--- config.mk ---
export PLATFORM = sky130hd
export DESIGN_NAME = fetch_unit
export DESIGN_NICKNAME = d
export VERILOG_FILES = /design/src/rtl/proc_pkg.sv /design/src/rtl/fetch_fifo.sv /design/src/rtl/fetch_unit.sv
export SDC_FILE = /design/constraint.sdc
export NUM_CORES = 1
export LEC_CHECK = 0
export CAP_MARGIN = 20
export CORE_ASPECT_RATIO = 0.8
export CORE_MARGIN = 1
export CORE_UTILIZATION = 40
export DETAILED_ROUTE_END_ITERATION = 12
export GPL_TIMING_DRIVEN = 0
export PLACE_DENSITY = 0.66
export REMOVE_ABC_BUFFERS = 1
export SKIP_LAST_GASP = 1
export SYNTH_ARGS = -nofsm -noshare
export SYNTH_HDL_FRONTEND = slang
export SYNTH_HIERARCHICAL = 1
export SYNTH_SLANG_ARGS = --single-unit
--- constraint.sdc ---
create_clock -name clock -period 8.9 [get_ports clock]
set_input_delay 1.335 -clock clock [delete_from_list [all_inputs] [get_ports clock]]
set_output_delay 1.335 -clock clock [all_outputs]
set_load 0.1 [all_outputs]
--- src/rtl/proc_pkg.sv ---
// Shared constants for the simple processor: instruction field positions,
// instruction width and fetch-stage defaults.
package proc_pkg;
   localparam int unsigned INSTR_W      = 32;
   localparam int unsigned FIELD_W      = 5;
   localparam int unsigned OPCODE_MSB   = 31;
   localparam int unsigned OPCODE_LSB   = 27;
   localparam int unsigned SHAMT_MSB    = 11;
   localparam int unsigned SHAMT_LSB    = 7;
   localparam int unsigned DEF_ADDR_W   = 12;
   localparam int unsigned DEF_RESET_PC = 0;
endpackage

--- src/rtl/fetch_fifo.sv ---
// Two-entry synchronous FIFO with flush; head is held in a register so the
// front entry is directly observable and stable until popped.
module fetch_fifo #(
   parameter int unsigned WIDTH = 8
) (
   input  logic             clock,
   input  logic             reset_n,
   input  logic             push,
   input  logic [WIDTH-1:0] push_data,
   input  logic             pop,
   input  logic             flush,
   output logic [1:0]       count,
   output logic [WIDTH-1:0] head
);
   logic [WIDTH-1:0] tail;

   // Callers never pop when empty nor push when full.
   always_ff @(posedge clock or negedge reset_n) begin
      if (!reset_n) begin
         count <= '0;
         head  <= '0;
         tail  <= '0;
      end else if (flush) begin
         count <= '0;
      end else begin
         case ({push, pop})
            2'b10: begin
               if (count == 2'd0) head <= push_data;
               else               tail <= push_data;
               count <= count + 2'd1;
            end
            2'b01: begin
               head  <= tail;
               count <= count - 2'd1;
            end
            2'b11: begin
               if (count == 2'd1) begin
                  head <= push_data;
               end else begin
                  head <= tail;
                  tail <= push_data;
               end
            end
            default: ;
         endcase
      end
   end
endmodule

--- src/rtl/fetch_unit.sv ---
// Instruction-fetch stage: owns the PC, issues credit-limited imem requests,
// buffers responses for decode and flushes on redirect.
// Defining FETCH_PERF_CNT_EN adds the perf_fetched / perf_flushed counters.
module fetch_unit
   import proc_pkg::*;
#(
   parameter int unsigned ADDR_W   = DEF_ADDR_W,
   parameter int unsigned RESET_PC = DEF_RESET_PC
) (
   input  logic               clock,
   input  logic               reset_n,
   output logic               imem_req,
   output logic [ADDR_W-1:0]  imem_addr,
   input  logic [INSTR_W-1:0] imem_rdata,
   input  logic               imem_rvalid,
   input  logic               redirect_valid,
   input  logic [ADDR_W-1:0]  redirect_target,
`ifdef FETCH_PERF_CNT_EN
   output logic [31:0]        perf_fetched,
   output logic [31:0]        perf_flushed,
`endif
   output logic               out_valid,
   input  logic               out_ready,
   output logic [INSTR_W-1:0] out_instr,
   output logic [ADDR_W-1:0]  out_pc,
   output logic [ADDR_W-1:0]  out_pc_plus1,
   output logic [FIELD_W-1:0] out_opcode,
   output logic [FIELD_W-1:0] out_shamt
);
   localparam int unsigned ENTRY_W = INSTR_W + ADDR_W;

   logic [ADDR_W-1:0]  pc;
   logic [1:0]         inflight;
   logic [1:0]         discard;
   logic [1:0]         fifo_count;
   logic [ADDR_W-1:0]  tag_pc;
   logic [ENTRY_W-1:0] fifo_head;
   logic [INSTR_W-1:0] head_instr;
   logic [2:0]         credit_used;
   logic               pop;
   logic               push;

   // Credit: outstanding requests plus buffered entries never exceed two.
   assign out_valid   = (fifo_count != 2'd0) && !redirect_valid;
   assign pop         = out_valid && out_ready;
   assign credit_used = 3'(inflight) + 3'(fifo_count) - 3'(pop);
   assign imem_req    = reset_n && !redirect_valid && (credit_used < 3'd2);
   assign imem_addr   = pc;
   assign push        = imem_rvalid && (discard == 2'd0) && !redirect_valid;

   always_ff @(posedge clock or negedge reset_n) begin
      if (!reset_n)            pc <= ADDR_W'(RESET_PC);
      else if (redirect_valid) pc <= redirect_target;
      else if (imem_req)       pc <= pc + ADDR_W'(1);
   end

   // Every response still owed to the old stream is dropped after a redirect.
   always_ff @(posedge clock or negedge reset_n) begin
      if (!reset_n)                              discard <= '0;
      else if (redirect_valid)                   discard <= inflight - {1'b0, imem_rvalid};
      else if (imem_rvalid && discard != 2'd0)   discard <= discard - 2'd1;
   end

   // In-order address tags; its occupancy is the in-flight request count.
   fetch_fifo #(.WIDTH(ADDR_W)) u_tag_fifo (
      .clock     (clock),
      .reset_n   (reset_n),
      .push      (imem_req),
      .push_data (pc),
      .pop       (imem_rvalid),
      .flush     (1'b0),
      .count     (inflight),
      .head      (tag_pc)
   );

   fetch_fifo #(.WIDTH(ENTRY_W)) u_out_fifo (
      .clock     (clock),
      .reset_n   (reset_n),
      .push      (push),
      .push_data ({imem_rdata, tag_pc}),
      .pop       (pop),
      .flush     (redirect_valid),
      .count     (fifo_count),
      .head      (fifo_head)
   );

   assign head_instr   = fifo_head[ENTRY_W-1:ADDR_W];
   assign out_instr    = head_instr;
   assign out_pc       = fifo_head[ADDR_W-1:0];
   assign out_pc_plus1 = out_pc + ADDR_W'(1);
   assign out_opcode   = head_instr[OPCODE_MSB:OPCODE_LSB];
   assign out_shamt    = head_instr[SHAMT_MSB:SHAMT_LSB];

`ifdef FETCH_PERF_CNT_EN
   logic drop;
   assign drop = imem_rvalid && (redirect_valid || discard != 2'd0);

   always_ff @(posedge clock or negedge reset_n) begin
      if (!reset_n) begin
         perf_fetched <= '0;
         perf_flushed <= '0;
      end else begin
         if (push) perf_fetched <= perf_fetched + 32'd1;
         perf_flushed <= perf_flushed + 32'(drop) +
                         (redirect_valid ? 32'(fifo_count) : 32'd0);
      end
   end
`endif
endmodule

== After elaboration in Yosys (flattened, before gate mapping) ==
Cells that the tools add are included.
Word-level totals
  flip-flop bits (word level): 130
  input port bits: 49
  output and inout port bits: 80
Operators by class
  add/subtract/negate cells: 10
  $lt $le $gt $ge: 1
  equal/unequal tests: 14
  mux-type cells: 19
  bitwise logic cells: 1
  reductions and logical operators: 25
Operators by type and width (count)
  $mux W44: 4
  $pmux W44 S3: 1
  $pmux W44 S2: 1
  $mux W12: 6
  $pmux W12 S3: 1
  $add A12 B1 Y12 const B: 2
  $pmux W12 S2: 1
  $reduce_bool A2 Y1: 7
  $reduce_bool A3 Y1: 3
  $eq A2 B1 Y1 const B: 4
  $eq A2 B2 Y1 const B: 4
  $ne A2 B2 Y1 const B: 4
  $pmux W2 S2: 2
  $logic_and A1 B1 Y1: 7
  $logic_not A2 Y1: 3
  $mux W2: 3
  $reduce_and A3 Y1: 2
  $sub A2 B1 Y2 const B: 3
  $add A2 B1 Y2 const B: 2
  $ne A2 B1 Y1 const B: 2
  $reduce_and A4 Y1: 1
  $add A2 B2 Y3: 1
  $lt A3 B2 Y1 const B: 1
  $sub A3 B1 Y3: 1
  other kinds (4): 4

== Logic depth before layout (Yosys ltp) ==
  depth after elaboration: 9
  depth in mapped cells: 14

== Hierarchy ==
Netlist, hierarchy kept.
Modules (own cells, without submodules)
  fetch_fifo at u_out_fifo: instances 1, cells an instance 254, area an instance 4187.8 sq um, sequential area each 2252.2 sq um
  fetch_fifo at u_tag_fifo: instances 1, cells an instance 84, area an instance 1280.0 sq um, sequential area each 650.6 sq um
  fetch_unit: instances 1, cells an instance 140, area an instance 1178.6 sq um, sequential area each 350.3 sq um

== Worst setup path before layout ==
No wires, ideal clock.
  path type: input -> output
  from: input port redirect_valid
  to: output port imem_req
  data arrival time: 5.901 ns
  data required time: 7.565 ns
  setup slack: 1.664 ns
  stages: 9
  cells stage by stage: clkbuf_1 -> a21oi_1 -> and2_1 -> ha_1 -> nand2b_1 -> fa_1 -> xnor2_2 -> nand3b_1 -> nor2_1
On the way
  longest elaborated chain between the ends: 6
  elaborated cells between the ends (all ways): 7
  those cells by class: 1 x add/sub; 1 x order compare; 5 x reduce/logical
RTL lines
  start: declaration: RTL line fetch_unit.sv:16  | input logic redirect_valid,
  $logic_not A1 Y1: RTL line fetch_unit.sv:44  | assign out_valid = (fifo_count != 2'd0) && !redirect_valid;
  $logic_and A1 B1 Y1: RTL line fetch_unit.sv:44
  net out_valid: RTL line fetch_unit.sv:22  | output logic out_valid,
  $logic_and A1 B1 Y1: RTL line fetch_unit.sv:45  | assign pop = out_valid && out_ready;
  net pop: RTL line fetch_unit.sv:40  | logic pop;
  $sub A3 B1 Y3: RTL line fetch_unit.sv:46  | assign credit_used = 3'(inflight) + 3'(fifo_count) - 3'(pop);
  $lt A3 B2 Y1: RTL line fetch_unit.sv:47  | assign imem_req = reset_n && !redirect_valid && (credit_used < 3'd2);
  $logic_and A1 B1 Y1: RTL line fetch_unit.sv:47
  end: declaration: RTL line fetch_unit.sv:12  | output logic imem_req,
The timed path passes the listed nets, and every way through them passes these cells.

== Worst setup path in the final report ==
  from: input port redirect_valid
  to: output port imem_req
On the way
  longest elaborated chain between the ends: 6
  elaborated cells between the ends (all ways): 7
  those cells by class: 1 x add/sub; 1 x order compare; 5 x reduce/logical
RTL lines (RTL line)
  $logic_not A1 Y1: fetch_unit.sv:44
  $logic_and A1 B1 Y1: fetch_unit.sv:44
  $logic_and A1 B1 Y1: fetch_unit.sv:45
  net pop: fetch_unit.sv:40
  $sub A3 B1 Y3: fetch_unit.sv:46
  $lt A3 B2 Y1: fetch_unit.sv:47
  $logic_and A1 B1 Y1: fetch_unit.sv:47
The timed path passes the listed nets, and every way through them passes these cells.

==> metrics <==
status finished, final reports clean; Crit path top cell by count clkdlybuf4s50_1; Worst Path Arrival roughly 6.0 ns; final setup TNS 0 ns; PortBufs approximately 130; Post-Synth Adder-Cell Area 0.0256; hold_buf cts 0; Root Buffer clkbuf_16; cell area after synthesis ~6600 µm²; drt wl/cell 16.2 µm; stages on the worst setup path 10; Resize count post-CTS 0; worst slew pin tran 1.00 ns; Critical Path RT between 7 and 8 ns; Fill cells 1365; number of global-route vias before repair 4241; R2R Path Start u_out_fifo/count[0]; initial core utilization 0.415; Setup WS post-layout ~1.6 ns; critical path class in -> out; Layout Nets ~670; max-cap violation count 0; Reg2Reg Setup Slack 4.44 ns; post-place setup slack roughly 1.6 ns; Post-Route WL roughly 13 mm; GRT met1 Usage 0.222; crit path max fanout 11; Critical Path Start redirect_valid; Tcrit/Tclk final 0.819; Die Span Y 117 µm; floorplan core area between 15000 and 20000 µm²; post-route cell area 8680 µm²; grt total ovfl 0; Fin. Hold Viols 0; FF-to-FF End u_tag_fifo/tail[3]; clk_lat worst skew 0.41 ns; area post-placement 8110 µm²; GRT Util Overall 0.167; post-route antenna net violation count 0; # DRC 0; clk sinks between 100 and 150; routed vias/inst around 4.9; list of most frequent post-synthesis cells dfrtp_1 (130), mux2_2 (118), mux2_4 (50), xnor2_1 (21), buf_4 (17); Longest Clk Path Bufs 2; Via Count 4106; hold path start u_out_fifo/tail[18]; die area 17100 µm²; YS warnings 6; Fmax about 140 MHz; max_slew headroom 0.328; largest family of logic cells by synthesized area multiplexers; 1st-iter DRT viols 180; Worst Setup Start Kind primary input; compound-gate portion of the synthesized area 0.0292; register area share after synthesis 0.489; largest net degree at the start of global routing between 100 and 150; dpl hpwl between 9 and 10 mm; gpl congestion 0.757; crit path cell chain clkdlybuf4s50_1 -> a21oi_1 -> and2_1 -> ha_1 -> nand2b_1 -> fa_1 -> xnor2_2 -> nand3b_1 -> nor2_1 -> clkdlybuf4s50_1; Non-Filler Instances around 830; CP endpoint kind output pin; mux contribution to synthesized area 0.317; footprint of the multi-input gates 3090 µm²; Worst Hold Class reg -> reg; Simple-Gate Fraction of Synth Area 0.0548; Setup Skew roughly 0.009 ns; Die Wd 146 µm; CP max-delay cell clkdlybuf4s50_1; ant diodes 0; max incr delay on CP 1.27 ns; met3 Use GR 0.0434; share of layout cells above drive strength 1 0.351; FF+latch count, synth 130; ys flop type dfrtp_1; setup bufs post-CTS 0; unrepaired setup endpoints after global routing false; placed cells 800; Distinct cells, synth 43; first-pass iteration count of the detailed router 4; CTS tree built; clk slew on worst S/H paths 0.05 ns; P&R area growth vs syn 30.6%; Top Family by Delay on Critical Path buffers and inverters; H-tree depth 4; Pins Over Slew Limit 0; Yosys top cell area share 0.489; cell taking the most area after synthesis dfrtp_1; flip-flop and latch area 3250 µm²; initial antenna violation count 0; # setup viols final 0; Post-synth ARST share 1.00; Synth area leaders dfrtp_1 (49%), mux2_2 (20%), mux2_4 (11%); Synth Area in XOR/XNOR 0.0354; WP buf/inv 2; first-pass GRT wire length ~22 mm; layer with the highest usage met2; mean area per synthesized cell between 10 and 15 µm²; cts bufs inserted 17; CP endpoint imem_req; worst r2r path cells 11; met2 global-route usage 0.263; EDFF count, synth 0; Post-Syn Instances approximately 480; row count 41; post-layout min period between 7 and 8 ns; count leader, synth dfrtp_1; io pins ~130
[routing by layer]
layer	vias to the layer above	share of wire
met2	92	0.47
met3	9	0.047
met1	2074	0.48
met4	0	0.0082
li1	1931	-
met5	-	0
[per-stage QoR]
step	hold slack [ns]	utilization
floorplan	0.474	-
global placement	0.481	0.496
detailed placement	0.487	0.507
CTS	0.500	0.542
global route	0.515	0.542
finish	0.497	0.542
[sequential cells by signal, summed over array words and instances (netlist names)]
register and cells:
u_out_fifo/count 2, u_tag_fifo/count 2, u_tag_fifo/head 12, imem_addr 12, u_out_fifo/head 44, discard 2
u_tag_fifo/tail 12, u_out_fifo/tail 44
[cell families after synthesis]
family	after synthesis
muxes	171
and+or+nand+nor	67
adders and majority gates	13
AOI/OAI and AO/OA	26
other	1
xor gates and xnor gates	26
buffers and inverters	44
DFF	130
[area by class of cell]
type | count | area share
flip-flops and latches | 130 | 0.375
multi-input cells | 307 | 0.356
repair buffers | 135 | 0.166
clock buffers | 20 | 0.0526
well taps | 215 | 0.0310
clock inverters | 11 | 0.0130
inverters | 13 | 0.00562
[worst min-delay path by stage]
stage | endpoint | depth (start not counted)
after floorplan | u_tag_fifo/tail[8] | 1
after global placement | u_out_fifo/tail[16] | 1
after detailed placement | u_out_fifo/tail[22] | 1
after CTS | u_out_fifo/tail[18] | 1
after global routing | u_out_fifo/tail[24] | 1
final | u_out_fifo/tail[18] | 1
[cells in the final DEF (no fill, tap or decap), types with 5 or more instances in the layout]
cell type,n
mux2_2,118
o21ai_0,7
a21oi_1,5
mux2_4,50
ha_1,12
nand3_1,10
clkbuf_16,17
nor2_1,14
inv_1,13
dfrtp_1,130
clkdlybuf4s50_1,127
nor3b_1,5
xnor2_1,21
nand2_1,15
clkinv_2,6
Power is not shown: default switching activity piles up to over one toggle a cycle in this logic, so the estimate is an artifact.
